`src/rtl/clock_pkg.sv`:
```
// Shared BCD types, digit limits and helpers for the time-of-day counter slice.
package clock_pkg;

  typedef struct packed {
    logic [3:0] tens;
    logic [3:0] units;
  } bcd2_t;

  localparam logic [7:0] SEC_LIMIT    = 8'h59;
  localparam logic [7:0] MIN_LIMIT    = 8'h59;
  localparam logic [7:0] HOUR24_LIMIT = 8'h23;
  localparam logic [7:0] HOUR12_LIMIT = 8'h12;

  // In 12-hour mode the day rolls over when the hour leaves 11, not when it wraps 12->01.
  localparam logic [7:0] HOUR12_DAY_LAST = 8'h11;

  function automatic bcd2_t bcd2_inc(input bcd2_t v);
    bcd2_t r;
    if (v.units == 4'd9) begin
      r.tens  = v.tens + 4'd1;
      r.units = 4'd0;
    end else begin
      r.tens  = v.tens;
      r.units = v.units + 4'd1;
    end
    return r;
  endfunction

endpackage

```
`src/rtl/bcd2_mod_counter.sv`:
```
// Two-digit BCD counter that loads wrap_value instead of incrementing past limit.
// The wrap flag is combinational so a chain of these can ripple carries in one cycle.
module bcd2_mod_counter
  import clock_pkg::*;
#(
  parameter logic [7:0] RESET_VALUE = 8'h00
) (
  input  logic       clk,
  input  logic       rst,
  input  logic       clear,
  input  logic       inc,
  input  logic [7:0] limit,
  input  logic [7:0] wrap_value,
  output logic [7:0] value,
  output logic       wrap
);

  assign wrap = inc && (value == limit);

  always_ff @(posedge clk) begin
    if (rst) begin
      value <= RESET_VALUE;
    end else if (clear) begin
      value <= 8'h00;
    end else if (inc) begin
      value <= wrap ? wrap_value : bcd2_inc(value);
    end
  end

endmodule

```
`src/rtl/time_of_day_counter.sv`:
```
// hh:mm:ss BCD time-of-day counter with set mode and minute/day carry pulses.
// Optional alarm comparator is built only when TIME_OF_DAY_ALARM_EN is defined.
module time_of_day_counter
  import clock_pkg::*;
#(
  parameter int         HOUR_MOD = 24,
  parameter logic [7:0] RESET_HH = 8'h00,
  parameter logic [7:0] RESET_MM = 8'h00
) (
  input  logic       clk,
  input  logic       rst,
  input  logic       tick_1s,
  input  logic       set_mode,
  input  logic       inc_min,
  input  logic       inc_hour,
  output logic [7:0] hh,
  output logic [7:0] mm,
  output logic [7:0] ss,
  output logic       min_carry,
  output logic       day_wrap,
  input  logic [7:0] alarm_hh,
  input  logic [7:0] alarm_mm,
  input  logic       alarm_arm,
  output logic       alarm_hit
);

  localparam bit         IS_12H     = (HOUR_MOD == 12);
  localparam logic [7:0] HOUR_LIMIT = IS_12H ? HOUR12_LIMIT : HOUR24_LIMIT;
  localparam logic [7:0] HOUR_WRAP  = IS_12H ? 8'h01 : 8'h00;

  logic run_tick;
  logic sec_wrap;
  logic min_wrap;
  logic hour_wrap;
  logic min_inc;
  logic hour_inc;
  logic day_wrap_next;

  // In set mode the buttons drive minutes and hours directly and the carry chain is cut.
  assign run_tick = tick_1s & ~set_mode;
  assign min_inc  = set_mode ? inc_min  : sec_wrap;
  assign hour_inc = set_mode ? inc_hour : min_wrap;

  bcd2_mod_counter #(.RESET_VALUE(8'h00)) u_sec (
    .clk        (clk),
    .rst        (rst),
    .clear      (set_mode),
    .inc        (run_tick),
    .limit      (SEC_LIMIT),
    .wrap_value (8'h00),
    .value      (ss),
    .wrap       (sec_wrap)
  );

  bcd2_mod_counter #(.RESET_VALUE(RESET_MM)) u_min (
    .clk        (clk),
    .rst        (rst),
    .clear      (1'b0),
    .inc        (min_inc),
    .limit      (MIN_LIMIT),
    .wrap_value (8'h00),
    .value      (mm),
    .wrap       (min_wrap)
  );

  bcd2_mod_counter #(.RESET_VALUE(RESET_HH)) u_hour (
    .clk        (clk),
    .rst        (rst),
    .clear      (1'b0),
    .inc        (hour_inc),
    .limit      (HOUR_LIMIT),
    .wrap_value (HOUR_WRAP),
    .value      (hh),
    .wrap       (hour_wrap)
  );

  assign day_wrap_next = ~set_mode &
                         (IS_12H ? (hour_inc && (hh == HOUR12_DAY_LAST)) : hour_wrap);

  // Pulses are registered so they line up with the counter value they describe.
  always_ff @(posedge clk) begin
    if (rst) begin
      min_carry <= 1'b0;
      day_wrap  <= 1'b0;
    end else begin
      min_carry <= sec_wrap;
      day_wrap  <= day_wrap_next;
    end
  end

`ifdef TIME_OF_DAY_ALARM_EN
  logic [7:0] mm_next;
  logic [7:0] hh_next;
  logic       alarm_match;

  // Only a seconds wrap can land on hh:mm:00, and sec_wrap is already gated to run mode.
  assign mm_next     = min_wrap ? 8'h00 : bcd2_inc(mm);
  assign hh_next     = hour_inc ? (hour_wrap ? HOUR_WRAP : bcd2_inc(hh)) : hh;
  assign alarm_match = sec_wrap && alarm_arm &&
                       (mm_next == alarm_mm) && (hh_next == alarm_hh);

  always_ff @(posedge clk) begin
    if (rst) begin
      alarm_hit <= 1'b0;
    end else begin
      alarm_hit <= alarm_match;
    end
  end
`else
  logic unused_alarm_inputs;

  assign unused_alarm_inputs = ^{alarm_hh, alarm_mm, alarm_arm};
  assign alarm_hit           = 1'b0;
`endif

endmodule

```
`config.mk`:
```
export PLATFORM = sky130hd
export DESIGN_NAME = time_of_day_counter
export DESIGN_NICKNAME = d
export VERILOG_FILES = /design/src/rtl/clock_pkg.sv /design/src/rtl/bcd2_mod_counter.sv /design/src/rtl/time_of_day_counter.sv
export SDC_FILE = /design/constraint.sdc
export NUM_CORES = 1
export LEC_CHECK = 0
export BUFFER_PORTS_ARGS = -buffer_cell sky130_fd_sc_hd__buf_2
export CORE_UTILIZATION = 40
export CTS_CLUSTER_SIZE = 30
export DETAILED_ROUTE_END_ITERATION = 6
export PLACE_DENSITY = 0.64
export SETUP_SLACK_MARGIN = 0.5
export SLEW_MARGIN = 20
export SYNTH_ARGS = -nofsm -noshare
export SYNTH_HDL_FRONTEND = slang
export SYNTH_SLANG_ARGS = --single-unit
```
`constraint.sdc`:
```
create_clock -name clk -period 2.3 [get_ports clk]
set_input_delay 0 -clock clk [delete_from_list [all_inputs] [get_ports clk]]
set_output_delay 0 -clock clk [all_outputs]
set_load 0.005 [all_outputs]
```
==> results_dict.tcl <==
set metrics [dict create \
    status "completed" \
    clock_sinks 26 \
    async_flop_share_pct 0 \
    area_growth_pct 26.83 \
    vias_per_cell 5.129 \
    synth_top_area_cell "dfxtp_1" \
    finalCritPeriodShare_pct 74.75 \
    io_buffers 31 \
    critPathRequiredTime_ns 2.56 \
    finalWorstSetupSlack_ns 0.5807 \
    worst_path_max_delay_cell "dfxtp_4" \
    vias 1231 \
    drc 0 \
    min_from "inc_hour" \
    drt_pass1_iterations 4 \
    min_to "u_hour.value[0]$_SDFFE_PP0P_" \
    gr-total-overflow 0 \
    synth_area_leaders "dfxtp_1 (38%), ha_1 (9.2%), nor2_1 (4.7%)" \
    coreArea_sq_mm 0.003153 \
    yosys.cell_count.top_type "dfxtp_1" \
    ys_seq_area_share_pct 38.10 \
    clk_latency_ns 0.32 \
    root_buffer "clkbuf_4" \
    dieArea_sq_mm 0.003654 \
    final_max_slew_viol_count 0 \
    critPathMaxFanout 5 \
    clock_skew_ns 0.004653 \
    min_period_ns 1.719 \
    initial_utilization_pct 43.33 \
    synthesis.nets 191 \
    routed_wl_um 2986 \
    antenna_found_initial 0 \
    yosys.area.top_type_share_pct 38.10 \
    p_total_uw 756.2 \
    synth_commonest_cells "dfxtp_1 (26), nor2_1 (17), nand2_1 (14), o21ai_0 (11), ha_1 (10)" \
    setup_tns_ns 0 \
    cts_buffers 3 \
    fmax_mhz 581.6 \
    cts_max_path_buffers 2 \
    hold_ws_ns 0.06236 \
    ff2ff_setup_slack_ns 0.58 \
    setup_viol 0 \
    grt_use_total_pct 16.99 \
    htreeDepth 1 \
    path_buf_inv 1 \
    cap_violations 0 \
    endpoint_kind "flop" \
    fp.dieH_um 60.45 \
    rsz0062_at_grt "yes" \
    layout-drive-gt1-share_pct 34.69 \
    cpPeakStageDelay_ns 0.38 \
    p_per_area_mw_per_mm2 436.4 \
    r2r_end "u_hour.value[6]$_SDFFE_PP0P_" \
    cts_tree "built" \
    first_global_vias 1118 \
    antennaDiodeCount 0 \
    die_width_um 60.45 \
    syn_area_sq_mm 0.001366 \
    place_ws_ns 0.3987 \
    hp-class "input port to flop" \
    fin_nets 230 \
    syn_area_per_cell_sq_um 8.648 \
    critPathLaunchType "flop" \
    ys.flop_type "dfxtp_1" \
    crit_type "flop to flop" \
    nFillCells 307 \
    grt_max_degree 19 \
    r2r-start "u_min.value[5]$_SDFFE_PP0P_" \
    io_pins 50 \
    cp.arrival_ns 1.98 \
    worstPathCellList "inv_2 -> ha_2 -> and3b_2 -> nor3b_4 -> a22oi_2 -> or3_1 -> a21oi_1" \
    ant_nets 0 \
    grt_pass1_wl_um 4685 \
    path_clk_slew_ns 0.14 \
    static-leakage-power_nw 0.7805 \
    ys_types 45 \
    ys_ff_latch 26 \
    post-route-util_pct 54.96 \
    ff2ff_path_depth 7 \
    num_rows 20 \
    synth_edf_count 0 \
    hpwl_um 2065 \
    gp_congestion 0.8193 \
    worstHoldPathCells 4 \
    first_iter_violations 22 \
    ys_warn_count 0 \
    ir_drop_mv 0.2629 \
    hold_violations 0 \
    synth_cells 158 \
    detail_route.wl_per_cell_um 12.44 \
    crit_family "simple AND/OR/NAND/NOR gates" \
]
## power breakdown
group          total [mW]  switching (mW)  internal, mW
Sequential          0.459         0.00743         0.451
Clock               0.233           0.136        0.0967
Combinational      0.0651          0.0356        0.0296
## state kept, by name, summed over array words and instances, names as in the netlist
register,flops
min_carry,1
day_wrap,1
u_min.value,8
u_sec.value,8
u_hour.value,8
## through the flow
| stage | area [sq um] | cells |
|---|---|---|
| finish | 1733 | 240 |
| detailed placement | 1535 | 227 |
| CTS | 1622 | 234 |
| floorplan | 1366 | 158 |
| global route | 1733 | 240 |
| global placement | 1535 | 227 |
## worst max-delay path by stage
stage,start,end,slack (ns),cells after the start
2_1_floorplan,u_min.value[4]$_SDFFE_PP0P_,u_hour.value[6]$_SDFFE_PP0P_,0.57,6
4_1_cts,u_min.value[4]$_SDFFE_PP0P_,u_hour.value[6]$_SDFFE_PP0P_,0.44,6
5_1_grt,u_min.value[4]$_SDFFE_PP0P_,u_hour.value[6]$_SDFFE_PP0P_,0.48,6
6_report,u_min.value[5]$_SDFFE_PP0P_,u_hour.value[6]$_SDFFE_PP0P_,0.58,7
3_3_place_gp,u_min.value[4]$_SDFFE_PP0P_,u_hour.value[6]$_SDFFE_PP0P_,0.44,6
3_5_place_dp,u_min.value[4]$_SDFFE_PP0P_,u_hour.value[6]$_SDFFE_PP0P_,0.40,6
## cells in the final DEF, fill, tap and decap left out, drive strengths merged, types with 2 or more instances in the layout
cell	synthesis	routed
a21oi	6	6
dlygate4sd3	0	3
xor2	3	3
ha	10	10
nand3b	3	3
and3	3	3
clkbuf	3	4
o21ai	11	11
nand3	5	5
nor2	17	17
or2	2	2
nor3	7	7
mux2i	2	2
nor2b	2	2
and3b	4	4
nand2	15	15
nand2b	2	2
or3	4	4
xnor2	2	2
dfxtp	26	26
inv	6	6
buf	3	37
nor3b	3	3
## final cells by class
class	instances	area (sq um)	share of cell area [%]
Inverter	6	22.52	1.300
Sequential cell	26	540.5	31.19
Multi-Input combinational cell	120	848.3	48.95
Tap cell	44	55.05	3.177
Timing Repair Buffer	40	230.2	13.29
Clock buffer	4	36.28	2.094
## worst min-delay path, cell delays in order
cell	delay, ns
buf_2	0.13
a221oi_4	0.09
nand2_1	0.07
o21ai_0	0.06
## cells by family after synthesis
kind of cell,synth area share (%)
other,0.2745
and+or+nand+nor,27.38
DFF,38.10
buffers and inverters,4.670
AOI/OAI and AO/OA,15.75
muxes,1.465
adders and majority gates,9.158
xor gates and xnor gates,3.206
## layer usage
metal / wire [um] / track usage (%) / vias to the layer above
li1: - / - / 631
met1: 1324 / 21.08 / 574
met2: 1529 / 29.36 / 24
met3: 114 / 3.198 / 2
met4: 19 / 6.169 / 0
met5: 0 / 0 / -
## timing repair
action | 4_1_cts | 5_1_grt
setup endpoints to repair | 9 | 11
gates resized for setup | 5 | 22
pin swaps | 0 | 6
hold buffers | 3 | 0
hold endpoints to repair | 2 | 0
buffers inserted | 0 | 6
(Power assumes the default switching activity.)
